`config.mk`:
```
export PLATFORM = sky130hd
export DESIGN_NAME = sum_inv_enum
export DESIGN_NICKNAME = d
export VERILOG_FILES = /design/src/rtl/sum_inv_enum.sv
export SDC_FILE = /design/constraint.sdc
export NUM_CORES = 1
export LEC_CHECK = 0
export BUFFER_PORTS_ARGS = -buffer_cell sky130_fd_sc_hd__buf_4
export CAP_MARGIN = 40
export CORE_MARGIN = 4
export CORE_UTILIZATION = 50
export DETAILED_ROUTE_END_ITERATION = 10
export PLACE_DENSITY_LB_ADDON = 0.08
export SETUP_SLACK_MARGIN = 0.3
export SYNTH_ARGS = -nofsm -noshare
export SYNTH_HDL_FRONTEND = slang
export SYNTH_SLANG_ARGS = --single-unit
```
`constraint.sdc`:
```
create_clock -name clk -period 4.56 [get_ports clk]
set_input_delay 0.228 -clock clk [delete_from_list [all_inputs] [get_ports clk]]
set_output_delay 0.228 -clock clk [all_outputs]
set_load 0.03 [all_outputs]
```
`src/rtl/sum_inv_enum.sv`:
```
// Inverse enumerator for the 4-bit "2*in1 + in2 + cin" adder cell: streams every (in1, in2) pair hitting a target sum.
// Optional self-check logic is built when SUM_INV_CHECK_EN is defined; otherwise chk_err is tied low.
module sum_inv_enum #(
  parameter int W = 4
) (
  input  logic         clk,
  input  logic         rst,
  input  logic         req_valid,
  output logic         req_ready,
  input  logic [W:0]   req_sum,
  input  logic         req_cin,
  output logic         sol_valid,
  input  logic         sol_ready,
  output logic [W-1:0] sol_in1,
  output logic [W-1:0] sol_in2,
  output logic         sol_end,
  output logic [W:0]   sol_count,
  output logic         chk_err
);

  typedef enum logic [1:0] {S_IDLE, S_SEARCH, S_HOLD, S_END} state_t;

  localparam logic [W-1:0] IDX_MAX = '1;

  state_t       r_state;
  state_t       w_next;
  logic [W:0]   r_sum;
  logic         r_cin;
  logic [W-1:0] r_idx;
  logic [W-1:0] r_in1;
  logic [W-1:0] r_in2;
  logic         r_valid;
  logic         r_end;
  logic [W:0]   r_count;
  logic [W:0]   w_d;
  logic         w_hit;
  logic         w_last;
  logic         w_hs;

  // Residual in2 for candidate in1; a set top bit means no W-bit in2 can reach the sum.
  function automatic logic [W:0] f_diff(input logic [W:0] s, input logic c, input logic [W-1:0] i);
    return s - {{W{1'b0}}, c} - {i, 1'b0};
  endfunction

  assign w_d    = f_diff(r_sum, r_cin, r_idx);
  assign w_hit  = ~w_d[W];
  assign w_last = (r_idx == IDX_MAX);
  assign w_hs   = r_valid & sol_ready;

  assign req_ready = (r_state == S_IDLE);
  assign sol_valid = r_valid;
  assign sol_in1   = r_in1;
  assign sol_in2   = r_in2;
  assign sol_end   = r_end;
  assign sol_count = r_count;

  always_ff @(posedge clk or posedge rst) begin
    if (rst) r_state <= S_IDLE;
    else     r_state <= w_next;
  end

  always_comb begin
    w_next = r_state;
    unique case (r_state)
      S_IDLE:   if (req_valid) w_next = S_SEARCH;
      S_SEARCH: begin
        if (w_hit)       w_next = S_HOLD;
        else if (w_last) w_next = S_END;
      end
      S_HOLD:   if (w_hs) w_next = w_last ? S_END : S_SEARCH;
      S_END:    if (w_hs) w_next = S_IDLE;
      default:  w_next = S_IDLE;
    endcase
  end

  // Request operands are only meaningful once captured, so they carry no reset.
  always_ff @(posedge clk) begin
    if (r_state == S_IDLE && req_valid) begin
      r_sum <= req_sum;
      r_cin <= req_cin;
    end
  end

  always_ff @(posedge clk or posedge rst) begin
    if (rst) begin
      r_idx   <= '0;
      r_in1   <= '0;
      r_in2   <= '0;
      r_valid <= 1'b0;
      r_end   <= 1'b0;
      r_count <= '0;
    end else begin
      case (r_state)
        S_IDLE: begin
          if (req_valid) begin
            r_idx   <= '0;
            r_count <= '0;
          end
        end
        S_SEARCH: begin
          if (w_hit) begin
            r_in1   <= r_idx;
            r_in2   <= w_d[W-1:0];
            r_valid <= 1'b1;
            r_end   <= 1'b0;
          end else if (w_last) begin
            r_in1   <= '0;
            r_in2   <= '0;
            r_valid <= 1'b1;
            r_end   <= 1'b1;
          end else begin
            r_idx <= r_idx + W'(1);
          end
        end
        S_HOLD: begin
          if (w_hs) begin
            r_count <= r_count + (W+1)'(1);
            if (w_last) begin
              r_in1 <= '0;
              r_in2 <= '0;
              r_end <= 1'b1;
            end else begin
              r_valid <= 1'b0;
              r_idx   <= r_idx + W'(1);
            end
          end
        end
        S_END: begin
          if (w_hs) begin
            r_valid <= 1'b0;
            r_end   <= 1'b0;
          end
        end
        default: ;
      endcase
    end
  end

`ifdef SUM_INV_CHECK_EN
  localparam logic [W:0] EXP_CNT = (W+1)'(2**(W-1));

  logic r_chk;
  logic w_bad;

  function automatic logic [W:0] f_fwd(input logic [W-1:0] a, input logic [W-1:0] b, input logic c);
    return {a, 1'b0} + {1'b0, b} + {{W{1'b0}}, c};
  endfunction

  always_comb begin
    w_bad = 1'b0;
    if (w_hs && r_state == S_HOLD) w_bad = (f_fwd(r_in1, r_in2, r_cin) != r_sum);
    if (w_hs && r_state == S_END)  w_bad = (r_count != EXP_CNT);
  end

  always_ff @(posedge clk or posedge rst) begin
    if (rst)        r_chk <= 1'b0;
    else if (w_bad) r_chk <= 1'b1;
  end

  assign chk_err = r_chk;
`else
  assign chk_err = 1'b0;
`endif

endmodule

```
==> results.md <==
- Outcome: completed
- Final Util: 60.87%
- Most common cell after layout, fill and taps aside: buf_4
- Final hold vios: 0
- Leakage: 0.8818 nW
- Clk_skew: a little under 0.005 ns
- Max Buffers Root-to-Sink: 2
- Starting density of the core: between 50% and 60%
- Initial antenna violation count: 0
- Leading post-synthesis cells by cell area: dfrtp_1, edfxtp_1, ha_1
- Layout fillers: between 200 and 300
- Area leader, netlist: dfrtp_1
- Worst-margin pin slew: between 0.5 and 0.6 ns
- Die ar.: just over 4000 sq um
- Layout area overhead: 17.84%
- Power density over the cells: 653.7 nW/um^2
- Crit path capture type: flop
- Clock latency on the worst-skew pair: about 0.32 ns
- Die span in x: approximately 64 um
- IO Pins: 27
- DRC violation total after the first TritonRoute iteration: 76
- Worst VDD drop: approximately 0.25 mV
- Hold Path Class: in -> reg
- Layout cell share with drive strength beyond 1: between 20% and 30%
- Fraction of registers with async set/reset: around 78%
- CTS resizes: 0
- Critical Path Fanout Max: 8
- Avg WL per Cell: about 14 um
- Hold Buf Count CTS: 1
- Fin. max-slew vios: 0
- Syn Nets: 168
- Grt total ovfl: 0
- Dpl cells: 211
- Synth warnings: 0
- CTS Sinks: 27
- Largest net degree at the start of global routing: 15
- Vias in the first global route: between 1k and 1.5k
- Most frequent cells in the layout: buf_4, dfrtp_1, inv_1
- Worst setup SP type: flop
- CTS clk-pin slew, worst paths: ~0.13 ns
- Avg Cell Area, Syn: between 10 and 15 sq um
- Hpwl dp: ~2300 um
- Die Ht: between 60 and 70 um
- DRT Pass-1 Iters: 4
- TNS Setup: 0 ns
- WP data required: between 4 and 5 ns
- Clk root buf: clkbuf_4
- CP arrival: 2.55 ns
- Power, Total: about 0.0012 W
- Peak Freq: approximately 0.43 GHz
- Vias per inst: roughly 5.5
- Antenna-violating nets left: 0
- Final setup viols: 0
- Synth Cell Area: about 1600 sq um
- H-Tree Depth: 1
- NumNets Final: just under 200
- Crit path kind: reg -> reg
- Max_slew headroom: between 60 and 70%
- DRC Markers: 0
- Core Rows: 20
- Syn Inst Count: roughly 140
- Fin Hold WS: about 0.076 ns
- Sequential share of the synthesized area: 45.12%
- Max-Cap Viols: 0
- First-pass GRT wire length: ~5300 um
- Setup bufs post-CTS: 0
- Core area: 3028 sq um
- TritonCTS clock tree: done
- Synth Register Bits: 27
- Post-route insts no fill: 216
- Ys flop type: dfrtp_1
- Total GRT Usage: ~16%
- Final GP Congestion: approximately 0.84
- RSZ-0062 raised after global routing: no
- Num CTS Buffers: 3
- Port Buffer Count: 25
- Top cell type's share of synthesized area: between 30 and 40%
- Area of the multi-input gates: between 700 and 800 sq um
- EDFF count, synth: 6
- Min cycle time layout: around 2.3 ns
- Fin crit share: between 50% and 60%
- ANT cells: 0
- WL final: around 3000 um
- Distinct cells, synth: 42
- Reg area: a little over 700 sq um
- Vias: 1,181
## worst max-delay path, stage by stage, from the launching register on
cell and delay, ns:
edfxtp_1 0.39, inv_1 0.06, ha_1 0.13, inv_1 0.06, fa_1 0.43, nand2b_1 0.18
a21oi_2 0.25, xnor2_2 0.24, o21ai_1 0.17, a211o_1 0.32
## synth_stat cells (4+ instances only)
cell type and n:
dfrtp_1 21, inv_1 16, ha_1 13, a22o_1 8, edfxtp_1 6, nand2_1 6
xor2_1 6, a21oi_1 5, nor2_1 5, o21ai_0 5, a31oi_1 4, nand3_1 4
nand4_1 4
## final timing paths
path | startpoint | end | slack [ns] | cells after the start
setup / recovery | r_sum[0] | r_idx[0] | 2.23 | 9
hold / removal | req_sum[1] | r_sum[1] | 0.08 | 1
setup reg to reg | r_sum[0] | r_idx[0] | 2.23 | 9
hold reg to reg | sol_in1[1] | sol_in1[1] | 0.51 | 1
max in group asynchronous | rst | sol_in1[2] | 3.63 | 4
min in group asynchronous | rst | r_idx[1] | 0.48 | 3
## state kept, by name, indices dropped and copies added (netlist names)
register   cells
r_state        2
sol_end        1
sol_in1        4
sol_count      5
r_cin          1
sol_valid      1
r_idx          4
sol_in2        4
r_sum          5
## layer usage
metal	GRT usage [%]	wire length (um)	share of wire, %	vias to the layer above
li1	-	-	-	574
met2	25.81	1401	46	44
met5	0	0	0	-
met4	4.852	50	1.6	0
met3	2.636	198	6.5	6
met1	23.02	1387	46	557
## power by group
group | total [W] | internal, W | switching, W | leakage [nW]
clock | 0.000102 | 0.0000342 | 0.0000677 | 0.0150
combinational | 0.000721 | 0.000293 | 0.000428 | 0.537
sequential | 0.000382 | 0.000320 | 0.0000621 | 0.329
total | 0.00120 | 0.000647 | 0.000558 | 0.882
## stage by stage
step / area [sq um] / worst slack (ns)
global placement: 1792 / 2.311
global route: 1843 / 2.032
floorplan: 1564 / 2.417
finish: 1843 / 2.232
detailed placement: 1807 / 2.243
CTS: 1843 / 2.219
## cell type report
| cell class | instances | share of cell area, % |
|---|---|---|
| repair buffers | 27 | 11.54 |
| multi-input cells | 97 | 42.29 |
| flip-flops and latches | 27 | 38.29 |
| clock buffers | 4 | 1.426 |
| inverters | 17 | 3.462 |
| well taps | 44 | 2.987 |
## cells by family after synthesis
group | after synthesis | synth area share (%)
fa+ha+maj | 14 | 11.68
flops | 27 | 45.12
simple gates | 32 | 10.72
other cells | 1 | 0.2398
mux | 3 | 2.000
xor+xnor | 10 | 7.520
compound gates | 37 | 17.68
buf+inv | 20 | 5.040
Note: power is estimated with default switching activity, not from simulation.
